[config.mk]
export PLATFORM = sky130hd
export DESIGN_NAME = cache_trace_player
export DESIGN_NICKNAME = d
export VERILOG_FILES = /design/src/rtl/cache_trace_player.sv
export SDC_FILE = /design/constraint.sdc
export NUM_CORES = 1
export LEC_CHECK = 0
export BUFFER_PORTS_ARGS = -buffer_cell sky130_fd_sc_hd__buf_2
export CELL_PAD_IN_SITES_DETAIL_PLACEMENT = 0
export CELL_PAD_IN_SITES_GLOBAL_PLACEMENT = 2
export CORE_ASPECT_RATIO = 1.1
export CORE_UTILIZATION = 27
export DETAILED_ROUTE_END_ITERATION = 10
export GPL_TIMING_DRIVEN = 0
export PLACE_DENSITY_LB_ADDON = 0.1
export SLEW_MARGIN = 15
export SYNTH_ARGS = -nofsm -noshare
export SYNTH_HDL_FRONTEND = slang
export SYNTH_SLANG_ARGS = --single-unit
[constraint.sdc]
create_clock -name clk -period 2.2 [get_ports clk]
set_input_delay 0.44 -clock clk [delete_from_list [all_inputs] [get_ports clk]]
set_output_delay 0.44 -clock clk [all_outputs]
set_load 0.005 [all_outputs]
[src/rtl/cache_trace_player.sv]
// Replays an address trace into the cache, one outstanding read at a time,
// and keeps saturating hit/miss tallies for the current or most recent run.
module cache_trace_player #(
  parameter int TRACE_DEPTH = 256,
  parameter int ADDR_WIDTH  = 32,
  parameter int CNT_WIDTH   = 32,
  parameter int IDX_WIDTH   = $clog2(TRACE_DEPTH+1)
) (
  input  logic                  clk,
  input  logic                  rst_n,
  input  logic                  start,
  output logic [IDX_WIDTH-1:0]  trace_idx,
  input  logic [ADDR_WIDTH-1:0] trace_addr,
  output logic                  req_valid,
  output logic [ADDR_WIDTH-1:0] req_addr,
  input  logic                  req_ready,
  input  logic                  resp_valid,
  input  logic                  resp_hit,
  output logic [CNT_WIDTH-1:0]  hit_count,
  output logic [CNT_WIDTH-1:0]  miss_count,
  output logic                  busy,
  output logic                  done,
  output logic                  proto_err
);

  localparam logic [1:0] S_IDLE  = 2'd0;
  localparam logic [1:0] S_ISSUE = 2'd1;
  localparam logic [1:0] S_WAIT  = 2'd2;
  localparam logic [1:0] S_DONE  = 2'd3;

  localparam logic [IDX_WIDTH-1:0] LAST_IDX =
    IDX_WIDTH'(TRACE_DEPTH-1);
  localparam logic [CNT_WIDTH-1:0] CNT_MAX = '1;

  logic [1:0]           r_state;
  logic [IDX_WIDTH-1:0] r_idx;
  logic [CNT_WIDTH-1:0] r_hit;
  logic [CNT_WIDTH-1:0] r_miss;
  logic                 r_perr;

  logic w_issue;
  logic w_wait;

  assign w_issue    = (r_state == S_ISSUE);
  assign w_wait     = (r_state == S_WAIT);

  assign trace_idx  = r_idx;
  assign req_valid  = w_issue;
  assign req_addr   = trace_addr;
  assign hit_count  = r_hit;
  assign miss_count = r_miss;
  assign busy       = w_issue | w_wait;
  assign done       = (r_state == S_DONE);
  assign proto_err  = r_perr;

  always_ff @(posedge clk or negedge rst_n) begin
    if (!rst_n) begin
      r_state <= S_IDLE;
      r_idx   <= '0;
      r_hit   <= '0;
      r_miss  <= '0;
      r_perr  <= 1'b0;
    end else begin
      // a response is only legal while a request is outstanding
      if (resp_valid && !w_wait)
        r_perr <= 1'b1;
      unique case (r_state)
        S_IDLE, S_DONE: begin
          if (start) begin
            r_state <= S_ISSUE;
            r_idx   <= '0;
            r_hit   <= '0;
            r_miss  <= '0;
            r_perr  <= 1'b0;
          end
        end
        S_ISSUE: begin
          if (req_ready)
            r_state <= S_WAIT;
        end
        S_WAIT: begin
          if (resp_valid) begin
            if (resp_hit) begin
              if (r_hit != CNT_MAX)
                r_hit <= r_hit + CNT_WIDTH'(1);
            end else begin
              if (r_miss != CNT_MAX)
                r_miss <= r_miss + CNT_WIDTH'(1);
            end
            if (r_idx == LAST_IDX) begin
              r_state <= S_DONE;
            end else begin
              r_idx   <= r_idx + IDX_WIDTH'(1);
              r_state <= S_ISSUE;
            end
          end
        end
        default: r_state <= S_IDLE;
      endcase
    end
  end

endmodule

==> impl_metrics.yaml <==
outcome:
  status: "finished with violations"
  violations: "negative setup slack"
power_and_ir_drop:
  total_power_uw: 5040
  ir_worst_vdd_mv: 0.395
  power_density_nw_per_um2: 715
  leakagePower_uw: 0.00308
floorplan:
  ios: 147
  die_w_um: 132
  coreArea_um2: 18300
  die_area_um2: 19300
  initial_core_util_pct: 27.5
  rows: 52
  fp.dieH_um: 145
sta:
  tightest_slew_ps: 738
  post-route-min-period_ps: 2210
  hold_violations: 0
  worst_slack_ps: -9.81
  slew_headroom_pct: 50.8
  skew_ps: 9.24
  fin_crit_sh_pct: 100
  rsz0062_at_grt: "true"
  fmax_mhz: 453
  tns_ps: -9.81
  drv_slew: 0
  finalSetupViolCount: 1
setup_path:
  crit_type: "reg2reg"
  crit_fanout: 10
  cp.required_ps: 2460
  path_cells: "nand4_1 -> nor4_4 -> a31o_4 -> nand2_8 -> clkbuf_16 -> a31oi_1"
  cp_slowest_cell: "dfrtp_1"
  worstSetupEndpointType: "flop"
  startpoint_type: "flop"
  slowest_delay_ps: 530
  worstPathArrival_ps: 2470
cells_and_area:
  diodes: 0
  stdcell_count: 995
  nNetsFinal: 793
  utilization_pct: 38.4
  fin_area_um2: 7040
  syn_to_final_growth_pct: 39.4
  final_layout_size_suffix_gt1_share_pct: 38.8
placed_design:
  hpwl_mm: 13.7
  dpl_cell_area_um2: 6000
  dp_cells: 944
  gp_congestion: 0.843
  port_buffers: 114
logic_synthesis:
  synth.most_common_cell: "dfrtp_1"
  synth_compound_area_share_pct: 18.1
  ys_seq_elements: 76
  yosysWarnings: 0
  synth.cell_area_um2: 5050
  syn_avg_cell_area_um2: 8.62
  yosys.area_share.simple_pct: 30.2
  synth_top_family_by_area: "simple AND/OR/NAND/NOR gates"
  synthArstFlopShare_pct: 100
  synthMuxAreaShare_pct: 1.39
  synthAdderAreaFrac_pct: 1.98
  ys.flop_type: "dfrtp_1"
  synth.area.top_cells: "dfrtp_1 (38%), a31oi_1 (9.3%), buf_4 (4.8%)"
  synth_cell_type_count: 55
  synthCells: 586
  synth_nets: 632
  synth_edf_count: 0
  yosysSeqAreaShare_pct: 37.7
  synth-xor-area-share_pct: 1.21
  synth_top_cell_area_share_pct: 37.7
  yosys-top-cells-count: "dfrtp_1 (76), a31oi_1 (75), nand3_1 (44), nand2_1 (39), nand4_1 (33)"
  yosys.area.top_type: "dfrtp_1"
hold_path:
  hp-class: "in2async"
global_route:
  first_global_vias: 5194
  track_usage_pct: 20.4
  antenna_found_initial: 0
  overflow: 0
  grt_max_degree: 47
  grt_pass1_wl_mm: 30.3
clock_network:
  clk_pin_slew_ps: 70
  numClockSinks: 76
  htreeDepth: 3
  hold_buffers: 0
  clockBufferDepth: 2
  clk_latency_ps: 340
  cts_root_buf: "clkbuf_16"
  cts_made_buffers: 9
  cts_tree: "done"
route:
  dr.pass1.iters: 5
  vias: 5569
  final_antenna_net_count: 0
  routed_wl_mm: 19.7
  post_drt_wl_per_cell_um: 19.8
  drc: 0
  drtIter0Drc: 493
  vias_per_cell: 5.60
flow_run:
  drv_cap: 0
## cell usage in the layout (no fill, tap or decap), types with 6 or more instances in the layout
cell,synthesis,final
buf_2,10,116
mux2i_1,7,7
and4_1,17,16
and2_1,12,12
buf_6,2,7
nor2_1,32,29
inv_1,17,16
nand2_1,39,39
clkbuf_16,0,12
nand3b_1,30,30
nand4_1,33,33
and3_1,12,12
dfrtp_1,76,58
a31oi_1,75,67
dfrtp_2,0,18
nor3_1,15,13
a31oi_2,0,7
nand3_1,44,44
buf_4,32,72
clkbuf_4,0,9
nor4_1,13,6
## layout make-up
| type | count | area (µm²) |
|---|---|---|
| sequential | 76 | 1920 |
| multi-input combinational | 422 | 2960 |
| clock buffer | 11 | 253 |
| tap | 243 | 304 |
| buffer | 65 | 519 |
| inverter | 17 | 63.8 |
| timing repair buffer | 156 | 971 |
| clock inverter | 5 | 50.0 |
| fill | 1974 | 11300 |
## layer usage
| metal | GRT usage, % | up-vias | share of wire (%) |
|---|---|---|---|
| met3 | 2.47 | 34 | 4.1 |
| met2 | 34.4 | 187 | 50 |
| li1 | - | 2574 | - |
| met4 | 7.41 | 0 | 2.0 |
| met1 | 26.7 | 2774 | 44 |
| met5 | 0 | - | 0 |
## path summary, 6_finish.rpt
| kind | startpoint | end | slack (ps) | cells past startpoint |
|---|---|---|---|---|
| worst min-delay path | rst_n | hit_count[4]$_DFFE_PN0P_ | 60 | 1 |
| worst min register to register | miss_count[30]$_DFFE_PN0P_ | miss_count[30]$_DFFE_PN0P_ | 520 | 1 |
| min in group clk | start | proto_err$_DFF_PN0_ | 380 | 2 |
| worst max register to register | miss_count[11]$_DFFE_PN0P_ | miss_count[23]$_DFFE_PN0P_ | -10 | 6 |
| worst max-delay path | miss_count[11]$_DFFE_PN0P_ | miss_count[23]$_DFFE_PN0P_ | -10 | 6 |
| max in group asynchronous | rst_n | hit_count[1]$_DFFE_PN0P_ | 1520 | 2 |
## report_power, final
part           total [µW]  switching [µW]  internal (µW)
clock network        1580             643            935
logic                1950            1130            814
registers            1510            61.4           1450
## kinds of logic after synthesis
| kind of cell | Yosys count |
|---|---|
| adder cells (fa/ha/maj) | 8 |
| flip-flops | 76 |
| AND/OR/NAND/NOR | 267 |
| XOR/XNOR | 7 |
| buffers and inverters | 88 |
| multiplexers | 7 |
| AO/OA/AOI/OAI | 133 |
## state kept, by name, indices dropped and copies added (netlist names)
register and count:
miss_count 32, r_state 2, hit_count 32, trace_idx 9, proto_err 1
## worst max-delay path, delay by kind of cell (launching register included)
kind | cells | cell delay, ps
simple gates | 3 | 860
flops | 1 | 530
compound gates | 2 | 520
buf+inv | 1 | 200
## repair_timing
item / 4_1_cts / 5_1_grt
pin swaps: 17 / 11
gates resized for setup: 81 / 35
hold endpoints to repair: 0 / 0
endpoints found under the setup margin: 66 / 66
buffers inserted: 20 / 18
cloned: 1 / 2
## per-stage QoR
stage          setup WS, ps  hold slack (ps)
6_report              -9.81             57.2
5_1_grt               -54.0             85.5
4_1_cts               -58.8             65.8
3_5_place_dp          -1220              437
3_3_place_gp          -1150              490
2_1_floorplan          11.9              144
(Power assumes the default switching activity.)
